File: config.mk
export PLATFORM = sky130hd
export DESIGN_NAME = logicnet_lut_layer
export DESIGN_NICKNAME = d
export VERILOG_FILES = /design/src/rtl/logicnet_pkg.sv /design/src/rtl/logicnet_lut_ram.sv /design/src/rtl/logicnet_lut_layer.sv
export SDC_FILE = /design/constraint.sdc
export NUM_CORES = 1
export LEC_CHECK = 0
export ABC_CLOCK_PERIOD_IN_PS = 1600
export CORE_AREA = 5 5 138 140
export DETAILED_ROUTE_END_ITERATION = 16
export DIE_AREA = 0 0 143 145
export GPL_TIMING_DRIVEN = 0
export PLACE_DENSITY_LB_ADDON = 0.12
export SETUP_SLACK_MARGIN = 0.1
export SYNTH_ARGS = -nofsm -noshare
export SYNTH_HDL_FRONTEND = slang
export SYNTH_SLANG_ARGS = --single-unit
File: constraint.sdc
create_clock -name clk -period 1.6 [get_ports clk]
set_input_delay 0.16 -clock clk [delete_from_list [all_inputs] [get_ports clk]]
set_output_delay 0.16 -clock clk [all_outputs]
set_load 0.03 [all_outputs]
File: src/rtl/logicnet_pkg.sv
// Shared parameters, width helpers and config record for the LogicNet LUT layer.
package logicnet_pkg;

    localparam int DEF_N_NEURONS = 4;
    localparam int DEF_FAN_IN    = 2;
    localparam int DEF_IN_BITS   = 2;
    localparam int DEF_OUT_BITS  = 2;
    localparam int DEF_CNT_W     = 16;

    function automatic int calc_aw(input int fan_in, input int in_bits);
        return fan_in * in_bits;
    endfunction

    // A single-neuron layer still needs a 1-bit select so out-of-range writes are expressible.
    function automatic int calc_sel_w(input int n_neurons);
        return (n_neurons > 1) ? $clog2(n_neurons) : 1;
    endfunction

    localparam int DEF_AW    = calc_aw(DEF_FAN_IN, DEF_IN_BITS);
    localparam int DEF_SEL_W = calc_sel_w(DEF_N_NEURONS);

    typedef struct packed {
        logic [DEF_SEL_W-1:0]    neuron;
        logic [DEF_AW-1:0]       addr;
        logic [DEF_OUT_BITS-1:0] data;
    } neuron_cfg_t;

endpackage

File: src/rtl/logicnet_lut_ram.sv
// One neuron truth table: synchronous write, asynchronous read, no reset.
module logicnet_lut_ram #(
    parameter int AW       = 4,
    parameter int OUT_BITS = 2
) (
    input  logic                clk,
    input  logic                we,
    input  logic [AW-1:0]       wr_addr,
    input  logic [OUT_BITS-1:0] wr_data,
    input  logic [AW-1:0]       rd_addr,
    output logic [OUT_BITS-1:0] rd_data
);

    logic [OUT_BITS-1:0] mem_q [2**AW];

    // Contents survive reset; software owns initialisation.
    always_ff @(posedge clk) begin
        if (we) begin
            mem_q[wr_addr] <= wr_data;
        end
    end

    assign rd_data = mem_q[rd_addr];

endmodule

File: src/rtl/logicnet_lut_layer.sv
// Layer of runtime-programmable truth-table neurons behind a 2-stage valid/ready pipeline.
module logicnet_lut_layer
    import logicnet_pkg::*;
#(
    parameter  int N_NEURONS = DEF_N_NEURONS,
    parameter  int FAN_IN    = DEF_FAN_IN,
    parameter  int IN_BITS   = DEF_IN_BITS,
    parameter  int OUT_BITS  = DEF_OUT_BITS,
    parameter  int CNT_W     = DEF_CNT_W,
    localparam int AW        = calc_aw(FAN_IN, IN_BITS),
    localparam int SEL_W     = calc_sel_w(N_NEURONS)
) (
    input  logic                          clk,
    input  logic                          rst_n,
    input  logic                          in_valid,
    output logic                          in_ready,
    input  logic [N_NEURONS*AW-1:0]       in_data,
    output logic                          out_valid,
    input  logic                          out_ready,
    output logic [N_NEURONS*OUT_BITS-1:0] out_data,
    input  logic                          cfg_we,
    input  logic [SEL_W-1:0]              cfg_neuron,
    input  logic [AW-1:0]                 cfg_addr,
    input  logic [OUT_BITS-1:0]           cfg_data,
    output logic [CNT_W-1:0]              out_count
);

    logic                          s1_valid_q, s1_valid_d;
    logic [N_NEURONS*AW-1:0]       s1_addr_q, s1_addr_d;
    logic                          out_valid_q, out_valid_d;
    logic [N_NEURONS*OUT_BITS-1:0] out_data_q, out_data_d;
    logic [CNT_W-1:0]              out_count_q, out_count_d;
    logic [N_NEURONS*OUT_BITS-1:0] lut_rd;
    logic                          s2_free, s1_adv, in_fire, out_fire;

    // Out-of-range neuron selects match no instance, so those writes fall away.
    for (genvar k = 0; k < N_NEURONS; k++) begin : g_neuron
        logic we;
        assign we = cfg_we && (cfg_neuron == SEL_W'(k));

        logicnet_lut_ram #(
            .AW       (AW),
            .OUT_BITS (OUT_BITS)
        ) u_ram (
            .clk     (clk),
            .we      (we),
            .wr_addr (cfg_addr),
            .wr_data (cfg_data),
            .rd_addr (s1_addr_q[k*AW +: AW]),
            .rd_data (lut_rd[k*OUT_BITS +: OUT_BITS])
        );
    end

    assign s2_free  = !out_valid_q || out_ready;
    assign s1_adv   = s1_valid_q && s2_free;
    assign in_ready = !s1_valid_q || s2_free;
    assign in_fire  = in_valid && in_ready;
    assign out_fire = out_valid_q && out_ready;

    always_comb begin
        s1_valid_d  = s1_valid_q;
        s1_addr_d   = s1_addr_q;
        out_valid_d = out_valid_q;
        out_data_d  = out_data_q;
        out_count_d = out_count_q + CNT_W'(out_fire);

        if (in_fire) begin
            s1_valid_d = 1'b1;
            s1_addr_d  = in_data;
        end else if (s1_adv) begin
            s1_valid_d = 1'b0;
        end

        // Table read is sampled at the same edge a config write lands, so it sees the old entry.
        if (s1_adv) begin
            out_valid_d = 1'b1;
            out_data_d  = lut_rd;
        end else if (out_fire) begin
            out_valid_d = 1'b0;
        end
    end

    always_ff @(posedge clk or negedge rst_n) begin
        if (!rst_n) begin
            s1_valid_q  <= 1'b0;
            s1_addr_q   <= '0;
            out_valid_q <= 1'b0;
            out_data_q  <= '0;
            out_count_q <= '0;
        end else begin
            s1_valid_q  <= s1_valid_d;
            s1_addr_q   <= s1_addr_d;
            out_valid_q <= out_valid_d;
            out_data_q  <= out_data_d;
            out_count_q <= out_count_d;
        end
    end

    assign out_valid = out_valid_q;
    assign out_data  = out_data_q;
    assign out_count = out_count_q;

endmodule
==> flow_metrics.env <==
export IMPL_dpl_cell_count=757
export IMPL_root_buffer="clkbuf_16"
export IMPL_hpwlAfterDp_um=10900
export IMPL_finalSetupViolations=0
export IMPL_area_growth_syn_to_layout_pct=26.9
export IMPL_synth_area_leaders="edfxtp_1 54%, dfrtp_1 15%, mux2_2 5.1%, mux4_2 5.1%, nor2_1 4.0%"
export IMPL_layout_filler_cells=1527
export IMPL_static_leakage_power_nw=3.28
export IMPL_routed_vias_inst=5.21
export IMPL_worst_pin_slew_ps=461
export IMPL_design_die_area_mm2=0.0207
export IMPL_synth_xor_xnor_area_share=0.0185
export IMPL_chipHeight_um=145
export IMPL_routedWlPerCell_um=20.5
export IMPL_grt_overflow=0
export IMPL_final_net_count=602
export IMPL_power_clock_fraction=0.339
export IMPL_clock_fmax_mhz=632
export IMPL_post_synth_and_or_nand_nor_area_fraction=0.117
export IMPL_clk_insertion_delay_late_ps=420
export IMPL_tritoncts="done"
export IMPL_timing_critical_path_slowest_stage_cell="dfrtp_1"
export IMPL_ir_drop_uv=733
export IMPL_die_w_um=143
export IMPL_diodes=0
export IMPL_combinational_family_with_the_most_area_after_synthesis="simple AND/OR/NAND/NOR gates"
export IMPL_finalWeightedCongestion=0.749
export IMPL_ant_nets=0
export IMPL_cts_root_to_sink_buffers=2
export IMPL_detail_route_drc_violations=0
export IMPL_power_report_internal_total_mw=8.08
export IMPL_tritoncts_num_buffers=17
export IMPL_hold_viol=0
export IMPL_via_count=4235
export IMPL_setup_repair_after_global_routing_missed_its_margin="yes"
export IMPL_post_place_ws_ps=-477
export IMPL_synth_enable_flop_cells=128
export IMPL_warning_count_from_the_yosys_run=0
export IMPL_post_synth_mux_area_share=0.109
export IMPL_reg2reg_setup_slack_ps=20
export IMPL_layout_worst_path_cycle_share=0.988
export IMPL_total_power_mw=10.9
export IMPL_route_final_wire_length_um=16600
export IMPL_grt_util_all_layers=0.165
export IMPL_worst_setup_path_end_kind="register"
export IMPL_worst_setup_path_type="reg2reg"
export IMPL_sequential_element_share_of_the_synthesized_area=0.690
export IMPL_grt_antenna_before_repair=0
export IMPL_worst_endpoint_required_ps=1900
export IMPL_postSynthRegisterBits=170
export IMPL_cts_sink_count=170
export IMPL_critical_path_max_stage_delay_ps=360
export IMPL_syn_cell_area_mm2=0.00709
export IMPL_crit_path_start_kind="register"
export IMPL_slew_violations=0
export IMPL_power_per_cell_area_mw_per_mm2=1210
export IMPL_maximum_net_fanout_on_the_critical_path=9
export IMPL_maximum_number_of_pins_on_one_net_before_global_route_repair=50
export IMPL_finalHoldWorstSlack_ps=162
export IMPL_switching_power_mw=2.84
export IMPL_fp_coreArea_mm2=0.0177
export IMPL_comb_power_share=0.184
export IMPL_post_route_util=0.508
export IMPL_min_period_ps=1580
export IMPL_synth_top_flop_cell="edfxtp_1"
export IMPL_synth_top_cell_area_share=0.542
export IMPL_floorplan_rows=49
export IMPL_timing_slew_headroom=0.693
export IMPL_synth_nets=502
export IMPL_drtIter0Drc=240
export IMPL_effective_utilization_at_floorplan=0.400
export IMPL_synthDominantAreaCellType="edfxtp_1"
export IMPL_run_status="finished, final reports clean"
export IMPL_ctsHtreeMaxLevel=4
export IMPL_setup_ws_ps=18.8
export IMPL_dr_pass1_iters=4
export IMPL_post_synthesis_cell_count=471
export IMPL_pwr_share_seq=0.476
export IMPL_synth_compound_area_share=0.0372
export IMPL_yosysUniqueCellTypes=41
export IMPL_placed_area_mm2=0.00802
export IMPL_avgSynthCellArea_um2=15.1
export IMPL_clock_skew_final_ps=4.21
export IMPL_synth_async_reset_ratio=0.247
export IMPL_final_area_mm2=0.00900
export IMPL_place_port_buffers=54
export IMPL_io_pins=55
export IMPL_fin_cells=813
export IMPL_hold_path_class="in2reg"
export IMPL_timing_critical_path_cells="buf_4 -> or2b_2 -> a211oi_2 -> nor4_1 -> a211o_1"
export IMPL_proportion_of_layout_cells_with_a_drive_suffix_above_1=0.298
export IMPL_drv_cap=0
export IMPL_grt_first_pass_wirelength_um=25400
export IMPL_setup_tns_ps=0
export IMPL_critPathArrivalTime_ps=1880
export IMPL_first_global_vias=4412
export IMPL_worst_setup_hold_path_clk_slew_ps=60
export IMPL_switching_share=0.260
export IMPL_yosys_area_share_adder=0.00353
power by group through the flow:
| stage | clock network, mW | registers (mW) | logic [mW] |
|---|---|---|---|
| 3_3_place_gp | 0 | 5.27 | 1.83 |
| 4_1_cts | 3.77 | 5.18 | 1.90 |
| 2_1_floorplan | 0 | 5.52 | 0.860 |
| 5_1_grt | 3.95 | 5.23 | 2.16 |
| 6_report | 3.70 | 5.20 | 2.01 |
| 3_5_place_dp | 0 | 5.27 | 1.85 |
cells in the final DEF, fill, tap and decap left out, types with 6 or more instances in the layout:
cell type	count
dlygate4sd2_1	24
xnor2_1	12
nor4_1	7
nand3b_1	6
clkbuf_16	17
nor2b_1	15
nor2_2	11
nor2_1	63
mux2_4	13
buf_8	6
dfrtp_1	39
edfxtp_1	128
nand3_1	9
buf_4	22
mux4_2	16
a211oi_1	8
mux2_2	21
clkdlybuf4s50_1	20
o22ai_2	6
a211o_1	7
clkbuf_1	10
nand2b_1	8
nand2_1	17
buf_6	9
state kept, by name (all words and copies together) (netlist names):
| register | count |
|---|---|
| s1_addr_q | 16 |
| out_valid | 1 |
| out_count | 16 |
| s1_valid_q | 1 |
| out_data | 8 |
| g_neuron.u_ram.mem_q | 128 |
metal layers:
layer,part of all wire,global-route usage,vias up
met3,0.057,0.0326,18
met4,0.013,0.0528,0
met1,0.45,0.230,2129
met5,0,0,-
met2,0.49,0.261,124
li1,-,-,1964
cells by family (layout without fill, tap and decap cells):
kind of cell               count (synthesis)  after routing
buffers and inverters                     23            136
xor gates and xnor gates                  15             15
muxes                                     52             52
and+or+nand+nor                          172            172
adders and majority gates                  2              2
DFF                                      170            170
AOI/OAI and AO/OA                         37             37
critical path: cells and delay by family, from the launching register on:
kind | cells | cell delay, ps
AOI/OAI and AO/OA | 2 | 500
and+or+nand+nor | 2 | 430
DFF | 1 | 360
buffers and inverters | 1 | 170
path summary, 6_finish.rpt:
check / from / end / depth (start not counted)
min in group asynchronous: rst_n / s1_addr_q[9]$_DFFE_PN0P_ / 2
max reg2reg: s1_addr_q[14]$_DFFE_PN0P_ / out_data[7]$_DFFE_PN0P_ / 5
min: cfg_data[1] / g_neuron[3].u_ram.mem_q[4][1]$_DFFE_PP_ / 1
min reg2reg: out_count[15]$_DFF_PN0_ / out_count[15]$_DFF_PN0_ / 1
max in group asynchronous: rst_n / out_count[1]$_DFF_PN0_ / 3
max: s1_addr_q[14]$_DFFE_PN0P_ / out_data[7]$_DFFE_PN0P_ / 5
timing repair:
item | 4_1_cts | 5_1_grt
hold endpoints to repair | 19 | 0
endpoints found under the setup margin | 89 | 138
hold buffers | 1 | 0
buffers inserted | 10 | 14
pin swaps | 14 | 14
gates cloned | 1 | 0
gates resized for setup | 70 | 44
final cells by class:
type	instances	area, um^2	share of cell area
buffer	20	209	0.0232
clock buffer	29	510	0.0567
clock inverter	3	13.8	0.00153
inverter	1	3.75	0.000417
multi-input combinational	278	2270	0.252
sequential	170	4900	0.544
tap	229	287	0.0318
timing repair buffer	83	807	0.0897
cell usage after synthesis (8+ instances only):
master and number:
nor3_1 8, o22ai_1 9, nor2_1 76, mux4_2 16, nor4_1 8, nand2_1 21
nand2b_1 8, dfrtp_1 42, a211oi_1 9, edfxtp_1 128, buf_6 8, xnor2_1 12
mux2_2 32, nor2b_1 19, nand3_1 14
Note: power is estimated with default switching activity, not from simulation.
